**src/rtl/modexp_arbiter_if.sv**
```systemverilog
// modexp_arbiter_if: bundles the two requester ports and the shared engine port of
// modexp_arbiter.
//   slave  modport : the arbiter's view. It takes req, the operands, eng_result and
//                    eng_finish, and drives done, result, grant, busy, overrun,
//                    eng_start and eng_*.
//   master modport : the environment's view (requesters plus the engine), with the
//                    directions reversed.
// All operands and results are 2*WIDTH bits wide.
interface modexp_arbiter_if #(
  parameter int unsigned WIDTH = 8
) ();
  // Requester side
  logic [1:0]         req;
  logic [2*WIDTH-1:0] base0;
  logic [2*WIDTH-1:0] exp0;
  logic [2*WIDTH-1:0] mod0;
  logic [2*WIDTH-1:0] base1;
  logic [2*WIDTH-1:0] exp1;
  logic [2*WIDTH-1:0] mod1;
  logic [1:0]         done;
  logic [2*WIDTH-1:0] result;
  logic [1:0]         grant;
  logic               busy;
  logic               overrun;
  // Engine side
  logic               eng_start;
  logic [2*WIDTH-1:0] eng_base;
  logic [2*WIDTH-1:0] eng_exp;
  logic [2*WIDTH-1:0] eng_mod;
  logic [2*WIDTH-1:0] eng_result;
  logic               eng_finish;

  modport slave (
    input  req, base0, exp0, mod0, base1, exp1, mod1, eng_result, eng_finish,
    output done, result, grant, busy, overrun, eng_start, eng_base, eng_exp, eng_mod
  );

  modport master (
    output req, base0, exp0, mod0, base1, exp1, mod1, eng_result, eng_finish,
    input  done, result, grant, busy, overrun, eng_start, eng_base, eng_exp, eng_mod
  );
endinterface

```
**src/rtl/modexp_arbiter.sv**
```systemverilog
// modexp_arbiter: shares one modular-exponentiation engine between two requesters.
// Port 0 is the encrypt path and port 1 is the decrypt path.
//
// The arbiter picks a winner round-robin in IDLE and latches that port's operands.
// It pulses eng_start, waits for eng_finish, and returns the result with a one-cycle
// done pulse to the winner.
//
// Ports:
//   clk   : clock, rising edge
//   rst_n : asynchronous active-low reset
//   bus   : modexp_arbiter_if.slave, which carries the req/operands/done/result/grant/
//           busy/overrun requester signals and the eng_* engine signals
//
// Optional feature, macro CT_PAD_EN:
//   Adds a PAD state and a CNT_W-bit counter. done then lands exactly PAD_CYCLES+1
//   cycles after eng_start, whatever the exponent. The sticky overrun flag flags an
//   engine that ran too long. With the macro undefined, overrun is tied to 0.
module modexp_arbiter #(
  parameter int unsigned WIDTH      = 8,
  parameter int unsigned PAD_CYCLES = 600,
  parameter int unsigned CNT_W      = 16
) (
  input logic             clk,
  input logic             rst_n,
  modexp_arbiter_if.slave bus
);
  localparam int unsigned DW = 2 * WIDTH;

`ifdef CT_PAD_EN
  typedef enum logic [2:0] {StIdle, StLaunch, StBusy, StPad, StDone} state_e;
  localparam logic [CNT_W-1:0] PadLast = CNT_W'(PAD_CYCLES - 1);
`else
  typedef enum logic [1:0] {StIdle, StLaunch, StBusy, StDone} state_e;
`endif

  state_e        r_state;
  state_e        w_state_next;
  logic          r_owner;
  logic          r_last_owner;
  logic [DW-1:0] r_base;
  logic [DW-1:0] r_exp;
  logic [DW-1:0] r_mod;
  logic [DW-1:0] r_result;
  logic          w_winner;
  logic          w_capture;
  logic          w_set_overrun;

  // On a tie, the port that was not served last wins.
  assign w_winner = (bus.req == 2'b11) ? ~r_last_owner : bus.req[1];

`ifdef CT_PAD_EN
  logic [CNT_W-1:0] r_cnt;
  logic             r_overrun;

  // Cycles since launch. It saturates so that a hung engine cannot wrap it.
  always_ff @(posedge clk or negedge rst_n) begin
    if (!rst_n) begin
      r_cnt <= '0;
    end else if (r_state == StLaunch) begin
      r_cnt <= '0;
    end else if ((r_state == StBusy || r_state == StPad) && (r_cnt != '1)) begin
      r_cnt <= r_cnt + CNT_W'(1);
    end
  end

  always_ff @(posedge clk or negedge rst_n) begin
    if (!rst_n) begin
      r_overrun <= 1'b0;
    end else if (w_set_overrun) begin
      r_overrun <= 1'b1;
    end
  end

  assign bus.overrun = r_overrun;
`else
  assign bus.overrun = 1'b0;
`endif

  always_comb begin
    w_state_next  = r_state;
    w_capture     = 1'b0;
    w_set_overrun = 1'b0;
    unique case (r_state)
      StIdle: begin
        if (|bus.req) begin
          w_state_next = StLaunch;
        end
      end
      StLaunch: w_state_next = StBusy;
      StBusy: begin
        if (bus.eng_finish) begin
          w_capture = 1'b1;
`ifdef CT_PAD_EN
          if (r_cnt < PadLast) begin
            w_state_next = StPad;
          end else begin
            w_state_next  = StDone;
            w_set_overrun = 1'b1;
          end
`else
          w_state_next = StDone;
`endif
        end
      end
`ifdef CT_PAD_EN
      StPad: begin
        if (r_cnt >= PadLast) begin
          w_state_next = StDone;
        end
      end
`endif
      StDone:  w_state_next = StIdle;
      default: w_state_next = StIdle;
    endcase
  end

  always_ff @(posedge clk or negedge rst_n) begin
    if (!rst_n) begin
      r_state      <= StIdle;
      r_owner      <= 1'b0;
      r_last_owner <= 1'b1;
      r_base       <= '0;
      r_exp        <= '0;
      r_mod        <= '0;
      r_result     <= '0;
    end else begin
      r_state <= w_state_next;
      if (r_state == StIdle && (|bus.req)) begin
        r_owner <= w_winner;
        r_base  <= w_winner ? bus.base1 : bus.base0;
        r_exp   <= w_winner ? bus.exp1  : bus.exp0;
        r_mod   <= w_winner ? bus.mod1  : bus.mod0;
      end
      if (w_capture) begin
        r_result <= bus.eng_result;
      end
      if (r_state == StDone) begin
        r_last_owner <= r_owner;
      end
    end
  end

  assign bus.busy      = (r_state != StIdle);
  assign bus.eng_start = (r_state == StLaunch);
  assign bus.grant     = bus.busy ? (r_owner ? 2'b10 : 2'b01) : 2'b00;
  assign bus.done      = (r_state == StDone) ? (r_owner ? 2'b10 : 2'b01) : 2'b00;
  assign bus.result    = r_result;
  assign bus.eng_base  = r_base;
  assign bus.eng_exp   = r_exp;
  assign bus.eng_mod   = r_mod;
endmodule

```
**src/flat_wrapper.sv**
```systemverilog
// flat-port wrapper written by rule: the top's interface ports become plain ports
module modexp_arbiter_flat 
#(
  parameter int unsigned WIDTH      = 8,
  parameter int unsigned PAD_CYCLES = 600,
  parameter int unsigned CNT_W      = 16
)
  (clk, rst_n, bus_req, bus_base0, bus_exp0, bus_mod0, bus_base1, bus_exp1, bus_mod1, bus_eng_result, bus_eng_finish, bus_done, bus_result, bus_grant, bus_busy, bus_overrun, bus_eng_start, bus_eng_base, bus_eng_exp, bus_eng_mod);
  modexp_arbiter_if #(.WIDTH(WIDTH)) bus_i ();
  input logic clk;
  input logic rst_n;
  input wire logic [$bits(bus_i.req)-1:0] bus_req;
  input wire logic [$bits(bus_i.base0)-1:0] bus_base0;
  input wire logic [$bits(bus_i.exp0)-1:0] bus_exp0;
  input wire logic [$bits(bus_i.mod0)-1:0] bus_mod0;
  input wire logic [$bits(bus_i.base1)-1:0] bus_base1;
  input wire logic [$bits(bus_i.exp1)-1:0] bus_exp1;
  input wire logic [$bits(bus_i.mod1)-1:0] bus_mod1;
  input wire logic [$bits(bus_i.eng_result)-1:0] bus_eng_result;
  input wire logic [$bits(bus_i.eng_finish)-1:0] bus_eng_finish;
  output wire logic [$bits(bus_i.done)-1:0] bus_done;
  output wire logic [$bits(bus_i.result)-1:0] bus_result;
  output wire logic [$bits(bus_i.grant)-1:0] bus_grant;
  output wire logic [$bits(bus_i.busy)-1:0] bus_busy;
  output wire logic [$bits(bus_i.overrun)-1:0] bus_overrun;
  output wire logic [$bits(bus_i.eng_start)-1:0] bus_eng_start;
  output wire logic [$bits(bus_i.eng_base)-1:0] bus_eng_base;
  output wire logic [$bits(bus_i.eng_exp)-1:0] bus_eng_exp;
  output wire logic [$bits(bus_i.eng_mod)-1:0] bus_eng_mod;
  assign bus_i.req = bus_req;
  assign bus_i.base0 = bus_base0;
  assign bus_i.exp0 = bus_exp0;
  assign bus_i.mod0 = bus_mod0;
  assign bus_i.base1 = bus_base1;
  assign bus_i.exp1 = bus_exp1;
  assign bus_i.mod1 = bus_mod1;
  assign bus_i.eng_result = bus_eng_result;
  assign bus_i.eng_finish = bus_eng_finish;
  assign bus_done = bus_i.done;
  assign bus_result = bus_i.result;
  assign bus_grant = bus_i.grant;
  assign bus_busy = bus_i.busy;
  assign bus_overrun = bus_i.overrun;
  assign bus_eng_start = bus_i.eng_start;
  assign bus_eng_base = bus_i.eng_base;
  assign bus_eng_exp = bus_i.eng_exp;
  assign bus_eng_mod = bus_i.eng_mod;
  modexp_arbiter #(.WIDTH(WIDTH), .PAD_CYCLES(PAD_CYCLES), .CNT_W(CNT_W)) u_core (.clk(clk), .rst_n(rst_n), .bus(bus_i));
endmodule
```
**config.mk**
```make
export PLATFORM = sky130hd
export DESIGN_NAME = modexp_arbiter_flat
export DESIGN_NICKNAME = d
export VERILOG_FILES = /design/src/rtl/modexp_arbiter_if.sv /design/src/rtl/modexp_arbiter.sv /design/src/flat_wrapper.sv
export SDC_FILE = /design/constraint.sdc
export NUM_CORES = 1
export LEC_CHECK = 0
export BUFFER_PORTS_ARGS = -buffer_cell sky130_fd_sc_hd__buf_2
export CAP_MARGIN = 30
export CORE_ASPECT_RATIO = 1.5
export CORE_MARGIN = 2
export CORE_UTILIZATION = 46
export DETAILED_ROUTE_END_ITERATION = 6
export PLACE_DENSITY = 0.86
export SYNTH_ARGS = -nofsm -noshare
export SYNTH_HDL_FRONTEND = slang
export SYNTH_SLANG_ARGS = --single-unit
export TNS_END_PERCENT = 100
```
**constraint.sdc**
```tcl
create_clock -name clk -period 2.5 [get_ports clk]
set_input_delay 0.5 -clock clk [delete_from_list [all_inputs] [get_ports clk]]
set_output_delay 0.5 -clock clk [all_outputs]
set_load 0.05 [all_outputs]
```
After elaboration in Yosys (flattened, before gate mapping)
Cells that the tools add are included.
Widths: inputs -> output; s select.
{ "word_totals": {"register_bits": 68, "latch_bits": 0, "ram_bits": 0, "rom_bits": 0, "in_bits": 117, "output_inout_bits": 71, "elab_cells": 31, "mem_count": 0} }
{ "classes": {"add_sub_neg": 0, "mul": 0, "div": 0, "n_lt_le_gt_ge": 0, "n_eq_ne": 6, "n_shift": 0, "n_mux": 12, "bitwise": 1, "n_reduce_logical": 5} }
{ "op_table": {"columns": ["cell", "count"], "rows": [
  ["$mux 16", 3],
  ["$mux 2", 5],
  ["$pmux 2 s4", 1],
  ["$eq 2x2->1 const B", 3],
  ["$ne 2x2->1 const B", 2],
  ["$mux 1", 3],
  ["$eq 2x1->1 const B", 1],
  ["$logic_not 2->1", 1],
  ["$reduce_and 2->1", 1],
  ["$reduce_bool 2->1", 1],
  ["$reduce_or 2->1", 1],
  ["$logic_and 1x1->1", 1],
  ["$not 1->1", 1]
]} }

Logic depth before layout (Yosys ltp)
Gate-level depths: netlist (run 1).
{ "logic_depth": {"ltp_word": 3, "mapped_depth": 7, "ltp_nobuf": 5} }

Worst setup path before layout (run 1)
No wires, ideal clock.
{ "synth_path": {"path_kind": "register to output", "from": "reg u_core.r_state[0]", "to": "out bus_grant[1]", "t_arrival_ns": 1.401, "slack_ns": 0.599, "stages_incl_launch_ff": 4, "path_buffers": 0, "path_cell_list": "dfrtp_1 inv_1 ha_1 nor2b_1"} }
{ "synth_via": {"elab_chain_len": 2} }
{ "synth_rtl": {"columns": ["item", "line_no", "rtl"], "rows": [
  ["start, declared", "modexp_arbiter.sv:36", "state_e r_state;"],
  ["start signal, assigned", "modexp_arbiter.sv:119", "r_state <= StIdle;"],
  ["start signal, assigned", "modexp_arbiter.sv:127", "r_state <= w_state_next;"],
  ["$reduce_bool 2->1", "modexp_arbiter.sv:143", "assign bus.busy = (r_state != StIdle);"],
  ["$mux 2", "modexp_arbiter.sv:145", "assign bus.grant = bus.busy ? (r_owner ? 2'b10 : 2'b01) : 2'b00;"],
  ["end, declared", "flat_wrapper.sv:23", "output wire logic [$bits(bus_i.grant)-1:0] bus_grant;"]
]} }
Every way passes these cells.

Worst setup path after layout (run 1)
{ "layout_path": {"from": "reg u_core.r_state[0]", "to": "out bus_grant[0]"} }
Same word-level chain as after synthesis.

==> flow_results.xml, run 1 <==
<?xml version="1.0" encoding="UTF-8"?>
<metrics>
  <group name="synth">
    <metric name="postSynthAreaPerCell" unit="µm²">9.36</metric>
    <metric name="netlist-cell-type-count" unit="">21</metric>
    <metric name="synth-warning-count" unit="">0</metric>
    <metric name="synth.area.mux_share" unit="%">6.68</metric>
    <metric name="combined_area_of_all_synthesized_cells" unit="µm²">3030</metric>
    <metric name="syn-num-nets" unit="">446</metric>
    <metric name="combinational_family_with_the_most_area_after_synthesis" unit="">compound AO/OA/AOI/OAI gates</metric>
    <metric name="synth_xor_area_share" unit="%">0</metric>
    <metric name="syn_inst" unit="">324</metric>
    <metric name="synth_fa_ha_area_share" unit="%">2.06</metric>
    <metric name="synth-seq-cells" unit="">68</metric>
    <metric name="ys_seq_area_share" unit="%">56.1</metric>
    <metric name="synthSimpleGateAreaFrac" unit="%">13.1</metric>
    <metric name="synth_compound_area_share" unit="%">17.6</metric>
  </group>
  <group name="global_routing">
    <metric name="number_of_global_route_vias_before_repair" unit="">2989</metric>
    <metric name="global_route_wire_length_before_repair" unit="µm">13500</metric>
    <metric name="grt_start_max_net_pins" unit="">35</metric>
    <metric name="antenna_found_initial" unit="">0</metric>
    <metric name="groute.usage.overall" unit="%">23.5</metric>
    <metric name="overflow" unit="">0</metric>
  </group>
  <group name="run_status">
    <metric name="result_of_the_run" unit="">complete, no violations</metric>
  </group>
  <group name="place">
    <metric name="detailed_place_hpwl" unit="µm">6410</metric>
    <metric name="placement.cell_area" unit="µm²">4050</metric>
    <metric name="globalplace.congestion" unit="">0.807</metric>
    <metric name="port_buffers" unit="">186</metric>
    <metric name="place_worst_setup_slack" unit="ps">654</metric>
    <metric name="placedCellCount" unit="">572</metric>
  </group>
  <group name="routing">
    <metric name="drt_first_pass_iters" unit="">4</metric>
    <metric name="dr_total_vias" unit="">3010</metric>
    <metric name="via_per_inst" unit="">5.12</metric>
    <metric name="wl_per_cell" unit="µm">14.5</metric>
    <metric name="starting_drt_drc_count" unit="">142</metric>
    <metric name="routed_wirelength" unit="µm">8530</metric>
    <metric name="ant_nets" unit="">0</metric>
    <metric name="drt_drc_violations_left" unit="">0</metric>
  </group>
  <group name="floorplanning">
    <metric name="boundaryPins" unit="">188</metric>
    <metric name="fp-row-count" unit="">36</metric>
    <metric name="start_util" unit="%">47.1</metric>
    <metric name="die_h" unit="µm">103</metric>
    <metric name="die_x" unit="µm">70.3</metric>
    <metric name="coreArea" unit="µm²">6440</metric>
    <metric name="design.die.area" unit="µm²">7270</metric>
  </group>
  <group name="sta">
    <metric name="worst_clock_skew" unit="ps">8.18</metric>
    <metric name="timing.slew.headroom" unit="%">55.1</metric>
    <metric name="tns" unit="ps">0</metric>
    <metric name="finalCriticalPeriod" unit="ps">2080</metric>
    <metric name="timing.final.hold_violations" unit="">0</metric>
    <metric name="clock.fmax" unit="GHz">0.481</metric>
    <metric name="grt_setup_unrepaired" unit="">false</metric>
    <metric name="postLayoutSetupSlackWorst" unit="ps">421</metric>
    <metric name="period_share" unit="%">83.1</metric>
    <metric name="final_max_slew_viol_count" unit="">0</metric>
    <metric name="setup_viol" unit="">0</metric>
    <metric name="worst_pin_slew" unit="ps">673</metric>
  </group>
  <group name="setup_path">
    <metric name="worst_setup_path_end_kind" unit="">primary output</metric>
    <metric name="critical_path.startpoint_type" unit="">flip-flop</metric>
    <metric name="worst_ep_arrival_time" unit="ps">1580</metric>
    <metric name="required" unit="ps">2000</metric>
    <metric name="worst-setup-path-type" unit="">reg2out</metric>
    <metric name="critical_path.max_fanout" unit="">6</metric>
  </group>
  <group name="layout">
    <metric name="area_growth_syn_to_layout" unit="%">40.7</metric>
    <metric name="final_cell_mix" unit="">buf_2, a21oi_1, dfrtp_1, nand2_1, nor2_1</metric>
    <metric name="number_of_fill_cells_in_the_layout" unit="">530</metric>
    <metric name="layout.nets" unit="">629</metric>
    <metric name="layout_commonest_cell" unit="">buf_2</metric>
    <metric name="fin_area" unit="µm²">4270</metric>
    <metric name="number_of_cells_in_the_finished_layout_apart_from_fillers" unit="">588</metric>
    <metric name="insertedDiodeCount" unit="">0</metric>
    <metric name="final_layout_size_suffix_gt1_share" unit="%">45.1</metric>
  </group>
  <group name="clock_network">
    <metric name="cts.clk_slew.worst_paths" unit="ps">70</metric>
    <metric name="cts.repair.resized" unit="">0</metric>
    <metric name="cts_htree_levels" unit="">3</metric>
    <metric name="cts_made_buffers" unit="">9</metric>
    <metric name="clock_net_sink_count" unit="">68</metric>
    <metric name="tritoncts" unit="">built</metric>
    <metric name="hold_buffers" unit="">0</metric>
    <metric name="post_cts_setup_buffer_count" unit="">0</metric>
    <metric name="cts_buffer_depth" unit="">2</metric>
    <metric name="clockRootBuffer" unit="">clkbuf_8</metric>
    <metric name="worst_skew_pair.late_latency" unit="ps">330</metric>
  </group>
  <group name="power_and_ir_drop">
    <metric name="power_density" unit="nW/µm²">1670</metric>
    <metric name="p_total" unit="W">0.00713</metric>
    <metric name="vdd_ir_drop_max" unit="V">0.000835</metric>
    <metric name="p_leak" unit="nW">2.20</metric>
  </group>
  <group name="worst_hold_path">
    <metric name="min-delay-path-class" unit="">in2async</metric>
  </group>
  <group name="run">
    <metric name="drv.max_cap_violation_count" unit="">0</metric>
  </group>
</metrics>
==> through the flow <==
| step | hold WS [ps] | utilization, % |
|---|---|---|
| after floorplan | 204 | - |
| after global placement | 483 | 62.9 |
| after detailed placement | 488 | 62.9 |
| after CTS | 148 | 66.2 |
| after global routing | 180 | 66.2 |
| final | 153 | 66.2 |
==> metal layers <==
metal,vias up,share of wire (%),global-route usage (%)
li1,1441,-,-
met1,1425,36,26.5
met2,128,56,42.7
met3,16,5.8,4.75
met4,0,2.3,11.1
met5,-,0,0
==> power by group <==
group / internal (W) / switching (W) / leakage (nW)
clock network: 0.000571 / 0.000378 / 0.110
logic: 0.00107 / 0.00312 / 1.32
registers: 0.00168 / 0.000316 / 0.771
==> cells by family after synthesis <==
family,after synthesis
other,1
DFF,68
AOI/OAI and AO/OA,103
adders and majority gates,5
buffers and inverters,26
muxes,18
and+or+nand+nor,103
==> synthesized netlist by cell type <==
cell type	instances	share of area, %
nor3b_1	1	0.25
a21oi_1	97	16
clkbuf_1	8	0.99
nand2_1	50	6.2
nor2_1	49	6.1
ha_1	5	2.1
nor2b_1	2	0.41
o21ai_1	2	0.33
inv_1	4	0.49
and2_1	1	0.21
o21a_1	1	0.25
o32a_1	1	0.33
dfstp_2	1	0.87
a21bo_2	1	0.33
conb_1	1	0.12
dfrtp_1	67	55
a21boi_2	1	0.37
buf_1	1	0.12
buf_4	6	1.5
mux2_2	18	6.7
buf_2	7	1.2
==> worst paths after layout <==
check	end	start	slack [ps]	cells past startpoint
worst max-delay path	bus_grant[0]	u_core.r_state[0]	420	4
worst min-delay path	u_core.bus.eng_base[10]	rst_n	150	1
worst max register to register	u_core.bus.eng_mod[12]	u_core.r_state[1]	650	6
worst min register to register	u_core.bus.result[7]	u_core.bus.result[7]	500	1
max in group asynchronous	u_core.bus.eng_mod[3]	rst_n	1620	2
min in group clk	u_core.bus.eng_base[10]	bus_base0[10]	390	3
==> area by class of cell <==
class | instances | area [µm²] | share of cell area, %
Multi-Input combinational cell | 230 | 1220 | 28.6
Sequential cell | 68 | 1700 | 39.9
Timing Repair Buffer | 194 | 1020 | 23.8
Clock buffer | 15 | 186 | 4.37
Inverter | 4 | 15.0 | 0.352
Tap cell | 76 | 95.1 | 2.23
Clock inverter | 1 | 30.0 | 0.704
==> registers in the layout (all words and copies together), names as in the netlist <==
register	count
u_core.bus.eng_base	16
u_core.bus.eng_exp	16
u_core.bus.eng_mod	16
u_core.bus.result	16
u_core.r_last_owner	1
u_core.r_owner	1
u_core.r_state	2
==> worst max-delay path: stages (launching register included) <==
cell	delay, ps
dfrtp_1	400
inv_1	100
ha_1	290
nor2_1	160
buf_2	290
(Power assumes the default switching activity.)
==> run 2: changes to the inputs <==
Settings changed: ABC_AREA set to 1, CORE_UTILIZATION 46 to 41, PLACE_DENSITY 0.86 to 0.77.
Clock period 2.5 ns to 1.9 ns, I/O delays scaled along.
==> run 2 against run 1 <==
- highest routed layer unchanged
- routed wire length is 14% higher
- sequential cell count stayed put
- critical path type unchanged
- first-iteration DRC count is 20% higher
- non-clock buffer count is 4 higher
- cell count is 38% higher
==> flow_results.xml, run 2 <==
<?xml version="1.0" encoding="UTF-8"?>
<metrics>
  <group name="sta">
    <metric name="clock.fmax" unit="GHz">0.555</metric>
    <metric name="finalCriticalPeriod" unit="ps">1800</metric>
    <metric name="timing.slew.headroom" unit="%">54.2</metric>
    <metric name="holdWs" unit="ps">81.0</metric>
    <metric name="final_max_slew_viol_count" unit="">0</metric>
    <metric name="timing.final.hold_violations" unit="">0</metric>
    <metric name="worst_pin_slew" unit="ps">685</metric>
    <metric name="tns" unit="ps">0</metric>
    <metric name="period_share" unit="%">94.8</metric>
    <metric name="worst_clock_skew" unit="ps">4.19</metric>
    <metric name="grt_setup_unrepaired" unit="">false</metric>
    <metric name="setup_viol" unit="">0</metric>
  </group>
  <group name="setup_path">
    <metric name="rr_endpoint" unit="">u_core.bus.eng_exp[1]</metric>
    <metric name="crit_start" unit="">u_core.r_state[0]</metric>
    <metric name="rr_worst_depth" unit="">7</metric>
    <metric name="worst-setup-path-type" unit="">reg2out</metric>
    <metric name="worst_ep_arrival_time" unit="ps">1420</metric>
    <metric name="required" unit="ps">1520</metric>
    <metric name="reg2reg_from" unit="">u_core.r_state[0]</metric>
    <metric name="critical_path.startpoint_type" unit="">flip-flop</metric>
    <metric name="timing.reg2reg.setup_slack" unit="ps">280</metric>
    <metric name="worst_setup_path_end_kind" unit="">primary output</metric>
    <metric name="critical_path.max_fanout" unit="">5</metric>
    <metric name="worst_setup_path_endpoint" unit="">bus_busy</metric>
  </group>
  <group name="synth">
    <metric name="synth-seq-cells" unit="">68</metric>
    <metric name="yosysMostFrequentCell" unit="">nand2_1</metric>
    <metric name="synth_area_leaders" unit="">dfrtp_1, nand2_1, nand3_1</metric>
    <metric name="synth-async-reset-ratio" unit="%">100</metric>
    <metric name="ys_seq_area_share" unit="%">46.5</metric>
    <metric name="syn-num-nets" unit="">643</metric>
    <metric name="synth-edff-count" unit="">0</metric>
    <metric name="synth-warning-count" unit="">0</metric>
    <metric name="synth_top_area_cell" unit="">dfrtp_1</metric>
    <metric name="postSynthAreaPerCell" unit="µm²">7.02</metric>
    <metric name="syn_inst" unit="">521</metric>
    <metric name="combined_area_of_all_synthesized_cells" unit="µm²">3660</metric>
    <metric name="ys_flop_type" unit="">dfrtp_1</metric>
    <metric name="netlist-cell-type-count" unit="">18</metric>
    <metric name="synth_common_cells" unit="">nand2_1, nand3_1, inv_1</metric>
    <metric name="synth.top_cell.area_share" unit="%">45.8</metric>
  </group>
  <group name="clock_network">
    <metric name="cts_buffer_depth" unit="">2</metric>
    <metric name="clock_net_sink_count" unit="">68</metric>
    <metric name="worst_skew_pair.late_latency" unit="ps">320</metric>
    <metric name="cts.clk_slew.worst_paths" unit="ps">50</metric>
    <metric name="cts_htree_levels" unit="">3</metric>
    <metric name="cts_made_buffers" unit="">9</metric>
    <metric name="clockRootBuffer" unit="">clkbuf_16</metric>
    <metric name="tritoncts" unit="">built</metric>
  </group>
  <group name="routing">
    <metric name="routed_wirelength" unit="µm">9740</metric>
    <metric name="drt_drc_violations_left" unit="">0</metric>
    <metric name="via_per_inst" unit="">4.68</metric>
    <metric name="dr_total_vias" unit="">3803</metric>
    <metric name="drt_first_pass_iters" unit="">4</metric>
    <metric name="ant_nets" unit="">0</metric>
    <metric name="wl_per_cell" unit="µm">12.0</metric>
    <metric name="starting_drt_drc_count" unit="">170</metric>
  </group>
  <group name="global_routing">
    <metric name="number_of_global_route_vias_before_repair" unit="">3663</metric>
    <metric name="global_route_wire_length_before_repair" unit="µm">15900</metric>
    <metric name="grt_start_max_net_pins" unit="">38</metric>
    <metric name="groute.usage.overall" unit="%">20.7</metric>
    <metric name="antenna_found_initial" unit="">0</metric>
    <metric name="overflow" unit="">0</metric>
  </group>
  <group name="floorplanning">
    <metric name="boundaryPins" unit="">188</metric>
    <metric name="design.die.area" unit="µm²">9710</metric>
    <metric name="coreArea" unit="µm²">8780</metric>
    <metric name="die_x" unit="µm">81.1</metric>
    <metric name="die_h" unit="µm">120</metric>
    <metric name="fp-row-count" unit="">42</metric>
    <metric name="start_util" unit="%">41.7</metric>
  </group>
  <group name="layout">
    <metric name="layout_commonest_cell" unit="">nand2_1</metric>
    <metric name="number_of_cells_in_the_finished_layout_apart_from_fillers" unit="">812</metric>
    <metric name="final_layout_size_suffix_gt1_share" unit="%">31.3</metric>
    <metric name="layout.nets" unit="">820</metric>
    <metric name="final_cell_mix" unit="">nand2_1, buf_2, nand3_1, inv_1, dfrtp_1</metric>
    <metric name="post-route-util" unit="%">56.8</metric>
    <metric name="insertedDiodeCount" unit="">0</metric>
    <metric name="fin_area" unit="µm²">4980</metric>
    <metric name="area_growth_syn_to_layout" unit="%">36.1</metric>
  </group>
  <group name="power_and_ir_drop">
    <metric name="vdd_ir_drop_max" unit="V">0.000871</metric>
    <metric name="power_density" unit="nW/µm²">1920</metric>
    <metric name="p_leak" unit="nW">3.19</metric>
  </group>
  <group name="place">
    <metric name="globalplace.congestion" unit="">0.801</metric>
    <metric name="port_buffers" unit="">186</metric>
    <metric name="detailed_place_hpwl" unit="µm">7330</metric>
    <metric name="placement.cell_area" unit="µm²">4700</metric>
    <metric name="placedCellCount" unit="">797</metric>
  </group>
  <group name="worst_hold_path">
    <metric name="min-delay-path-class" unit="">in2async</metric>
  </group>
  <group name="run">
    <metric name="drv.max_cap_violation_count" unit="">0</metric>
  </group>
  <group name="run_status">
    <metric name="result_of_the_run" unit="">complete, no violations</metric>
  </group>
</metrics>
-- run 2: changes by cell type after synthesis, moves of 9 or more --
| cell | before | now |
|---|---|---|
| nand3_1 | 0 | 114 |
| nand2_1 | 50 | 190 |
| inv_1 | 4 | 102 |
| buf_2 | 7 | 16 |
| mux2_2 | 18 | 0 |
| a21oi_1 | 97 | 0 |
| nor2_1 | 49 | 4 |
-- run 2: cells by family (layout without fill, tap and decap cells) --
logic type / count (synthesis) / in the layout / synth area share (%)
flip-flops: 68 / 68 / 46.5
buffers and inverters: 135 / 316 / 15.4
AO/OA/AOI/OAI: 2 / 2 / 0.376
other: 1 / 1 / 0.103
adder cells (fa/ha/maj): 5 / 5 / 1.71
AND/OR/NAND/NOR: 310 / 310 / 35.8
-- run 2: area by class of cell --
cell class / instances / area, µm²
Sequential cell: 68 / 1700
Multi-Input combinational cell: 318 / 1410
Fill cell: 831 / 3790
Clock buffer: 11 / 243
Timing Repair Buffer: 198 / 1070
Clock inverter: 4 / 26.3
Tap cell: 110 / 138
Inverter: 103 / 387
-- run 2: worst min-delay path by stage --
stage | startpoint | end | slack, ps
4_1_cts | rst_n | u_core.bus.result[2] | 90
6_report | rst_n | u_core.bus.result[7] | 80
5_1_grt | rst_n | u_core.bus.result[8] | 110
3_5_place_dp | rst_n | u_core.bus.result[2] | 440
3_3_place_gp | rst_n | u_core.bus.result[7] | 430
2_1_floorplan | rst_n | u_core.bus.eng_base[0] | 80
-- run 2: what timing repair did --
action / in CTS / in global routing
setup endpoints to repair: 3 / 0
hold buffers: 0 / 0
resized for setup: 4 / 0
setup buffers: 0 / 0
-- run 2: metrics by stage --
stage | setup WS (ps) | total power (W)
2_1_floorplan | 141 | 0.00672
3_3_place_gp | 172 | 0.00796
3_5_place_dp | 178 | 0.00812
4_1_cts | 65.0 | 0.00967
5_1_grt | 15.9 | 0.0102
6_report | 98.4 | 0.00959
-- run 2: power by group --
| part | switching (W) | internal, W | total, W |
|---|---|---|---|
| registers | 0.000422 | 0.00219 | 0.00261 |
| clock network | 0.000578 | 0.000907 | 0.00148 |
| logic | 0.00417 | 0.00133 | 0.00550 |
| total | 0.00517 | 0.00442 | 0.00959 |
-- run 2: metal layers --
layer  track usage [%]  wire [µm]  vias to the layer above
met3              2.86        490                       11
met2              37.3       5100                      120
met5                 0          0                        -
li1                  -          -                     1905
met1              24.1       4000                     1767
met4              8.05        152                        0
-- run 2: worst max-delay path: stages (launching register included) --
cell and delay, ps:
dfrtp_1 410, inv_1 120, ha_2 280, inv_2 80, buf_4 200
==> run 3: changes to the inputs <==
Settings changed: PLACE_DENSITY 0.77 to 0.76.
==> run 3 against run 2 <==
- count of clock-buffer cells in the layout grew 1
- clock skew rose by 1.4 ps
- hold slack got worse by 13 ps
- highest routed layer is now met5
- critical path type unchanged
- die area is the same
- global-route usage about the same
- non-clock buffer count fell by 1
- first-iteration DRC count shrank 17%
- largest power group unchanged
- routed wire length is 0.11% higher
- setup slack got worse by 8.1 ps
- sequential power about the same
- sequential cell count did not move
- total power up 2.5%
==> flow_results.xml, run 3 (synthesis results as in run 2) <==
<?xml version="1.0" encoding="UTF-8"?>
<metrics>
  <group name="clock_network">
    <metric name="clockRootBuffer" unit="">clkbuf_16</metric>
    <metric name="post_cts_setup_buffer_count" unit="">0</metric>
    <metric name="cts_buffer_depth" unit="">2</metric>
    <metric name="tritoncts" unit="">built</metric>
    <metric name="clock_net_sink_count" unit="">68</metric>
    <metric name="cts_htree_levels" unit="">3</metric>
    <metric name="cts_made_buffers" unit="">9</metric>
    <metric name="worst_skew_pair.late_latency" unit="ps">320</metric>
    <metric name="cts.clk_slew.worst_paths" unit="ps">60</metric>
  </group>
  <group name="routing">
    <metric name="via_per_inst" unit="">4.68</metric>
    <metric name="drt_drc_violations_left" unit="">0</metric>
    <metric name="routed_wirelength" unit="µm">9760</metric>
    <metric name="wl_per_cell" unit="µm">12.0</metric>
    <metric name="ant_nets" unit="">0</metric>
    <metric name="dr_total_vias" unit="">3803</metric>
    <metric name="drt_first_pass_iters" unit="">4</metric>
    <metric name="starting_drt_drc_count" unit="">141</metric>
  </group>
  <group name="setup_path">
    <metric name="required" unit="ps">1520</metric>
    <metric name="crit_start" unit="">u_core.r_state[0]</metric>
    <metric name="worst_ep_arrival_time" unit="ps">1430</metric>
    <metric name="critical_path.startpoint_type" unit="">flip-flop</metric>
    <metric name="worst_setup_path_end_kind" unit="">primary output</metric>
    <metric name="critical_path.max_stage_delay" unit="ps">400</metric>
    <metric name="worst-setup-path-type" unit="">reg2out</metric>
    <metric name="timing.reg2reg.setup_slack" unit="ps">410</metric>
    <metric name="worstPathCellList" unit="">inv_1, ha_2, nor2_1, buf_2</metric>
    <metric name="rr_worst_depth" unit="">7</metric>
    <metric name="cpMaxStageDelayCell" unit="">dfrtp_1</metric>
    <metric name="critical_path.max_fanout" unit="">5</metric>
    <metric name="reg2reg_from" unit="">u_core.r_state[1]</metric>
  </group>
  <group name="power_and_ir_drop">
    <metric name="swShare" unit="%">52.6</metric>
    <metric name="power_frac_clock" unit="%">17.9</metric>
    <metric name="internal-power" unit="W">0.00466</metric>
    <metric name="power_density" unit="nW/µm²">1960</metric>
    <metric name="p_comb_share" unit="%">55.6</metric>
    <metric name="netSwitchingPower" unit="W">0.00517</metric>
    <metric name="p_leak" unit="nW">3.20</metric>
    <metric name="vdd_ir_drop_max" unit="V">0.00121</metric>
    <metric name="power_frac_seq" unit="%">26.4</metric>
  </group>
  <group name="sta">
    <metric name="grt_setup_unrepaired" unit="">false</metric>
    <metric name="worst_clock_skew" unit="ps">5.58</metric>
    <metric name="tns" unit="ps">0</metric>
    <metric name="finalCriticalPeriod" unit="ps">1810</metric>
    <metric name="clock.fmax" unit="GHz">0.553</metric>
    <metric name="final_max_slew_viol_count" unit="">0</metric>
    <metric name="setup_viol" unit="">0</metric>
    <metric name="timing.final.hold_violations" unit="">0</metric>
    <metric name="worst_pin_slew" unit="ps">520</metric>
    <metric name="timing.slew.headroom" unit="%">65.2</metric>
    <metric name="period_share" unit="%">95.2</metric>
  </group>
  <group name="global_routing">
    <metric name="grt_start_max_net_pins" unit="">69</metric>
    <metric name="antenna_found_initial" unit="">1</metric>
    <metric name="groute.usage.overall" unit="%">20.6</metric>
    <metric name="overflow" unit="">0</metric>
    <metric name="global_route_wire_length_before_repair" unit="µm">15600</metric>
    <metric name="number_of_global_route_vias_before_repair" unit="">3529</metric>
  </group>
  <group name="floorplanning">
    <metric name="fp-row-count" unit="">42</metric>
    <metric name="boundaryPins" unit="">188</metric>
    <metric name="coreArea" unit="µm²">8780</metric>
    <metric name="die_h" unit="µm">120</metric>
    <metric name="start_util" unit="%">41.7</metric>
    <metric name="design.die.area" unit="µm²">9710</metric>
    <metric name="die_x" unit="µm">81.1</metric>
  </group>
  <group name="place">
    <metric name="globalplace.congestion" unit="">0.837</metric>
    <metric name="port_buffers" unit="">186</metric>
    <metric name="detailed_place_hpwl" unit="µm">7100</metric>
    <metric name="placement.cell_area" unit="µm²">4690</metric>
  </group>
  <group name="layout">
    <metric name="layout_commonest_cell" unit="">nand2_1</metric>
    <metric name="fin_area" unit="µm²">5010</metric>
    <metric name="area_growth_syn_to_layout" unit="%">37.0</metric>
    <metric name="final_layout_size_suffix_gt1_share" unit="%">31.2</metric>
    <metric name="layout.nets" unit="">819</metric>
    <metric name="number_of_fill_cells_in_the_layout" unit="">819</metric>
    <metric name="insertedDiodeCount" unit="">0</metric>
    <metric name="final_cell_mix" unit="">nand2_1, buf_2, nand3_1, inv_1, dfrtp_1</metric>
  </group>
  <group name="worst_hold_path">
    <metric name="min-delay-path-class" unit="">in2async</metric>
  </group>
  <group name="run_status">
    <metric name="result_of_the_run" unit="">complete, no violations</metric>
  </group>
  <group name="run">
    <metric name="drv.max_cap_violation_count" unit="">0</metric>
  </group>
</metrics>
-- run 3: metrics by stage --
step	power, W	worst slack, ps	cells	hold slack [ps]	util, %
finish	0.00982	90.3	812	67.5	57.1
global route	0.0104	14.7	812	88.5	57.1
CTS	0.00990	5.67	812	74.3	57.0
detailed placement	0.00809	366	796	429	53.4
global placement	0.00799	392	796	423	53.4
floorplan	0.00672	141	521	84.4	-
-- run 3: per-layer routing --
metal	global-route usage (%)	up-vias	part of all wire (%)
li1	-	1914	-
met1	24.0	1710	40
met2	35.1	151	51
met3	4.89	26	5.9
met4	9.53	2	3.2
met5	0	-	0.16
-- run 3: cell type report --
| type | count | area (µm²) | share of cell area (%) |
|---|---|---|---|
| clock inverter | 4 | 72.6 | 1.45 |
| clock buffer | 12 | 246 | 4.92 |
| timing repair buffer | 197 | 1050 | 21.0 |
| tap | 110 | 138 | 2.75 |
| inverter | 103 | 387 | 7.72 |
| multi-input combinational | 318 | 1410 | 28.2 |
| sequential | 68 | 1700 | 34.0 |
-- run 3: worst paths after layout --
kind	endpoint
setup / recovery	bus_grant[0]
hold / removal	u_core.bus.eng_base[10]
setup reg to reg	u_core.bus.eng_mod[3]
hold reg to reg	u_core.r_last_owner
max in group asynchronous	u_core.r_last_owner
min in group clk	u_core.bus.result[15]
-- run 3: power groups by stage --
| stage | Clock [W] | Sequential [W] | Combinational [W] |
|---|---|---|---|
| floorplan | 0 | 0.00490 | 0.00182 |
| global placement | 0 | 0.00258 | 0.00541 |
| detailed placement | 0 | 0.00260 | 0.00549 |
| CTS | 0.00180 | 0.00260 | 0.00550 |
| global route | 0.00188 | 0.00268 | 0.00587 |
| finish | 0.00176 | 0.00260 | 0.00547 |
-- run 3: worst max-delay path: cells and delay by family, from the launching register on --
family	cells	cell delay, ps
buf+inv	2	360
flops	1	400
fa+ha+maj	1	240
simple gates	1	100
-- run 3: what timing repair did --
item	CTS	global route
endpoints found under the setup margin	0	3
hold endpoints to repair	0	0
hold buffers	0	0
gates resized for setup	0	2
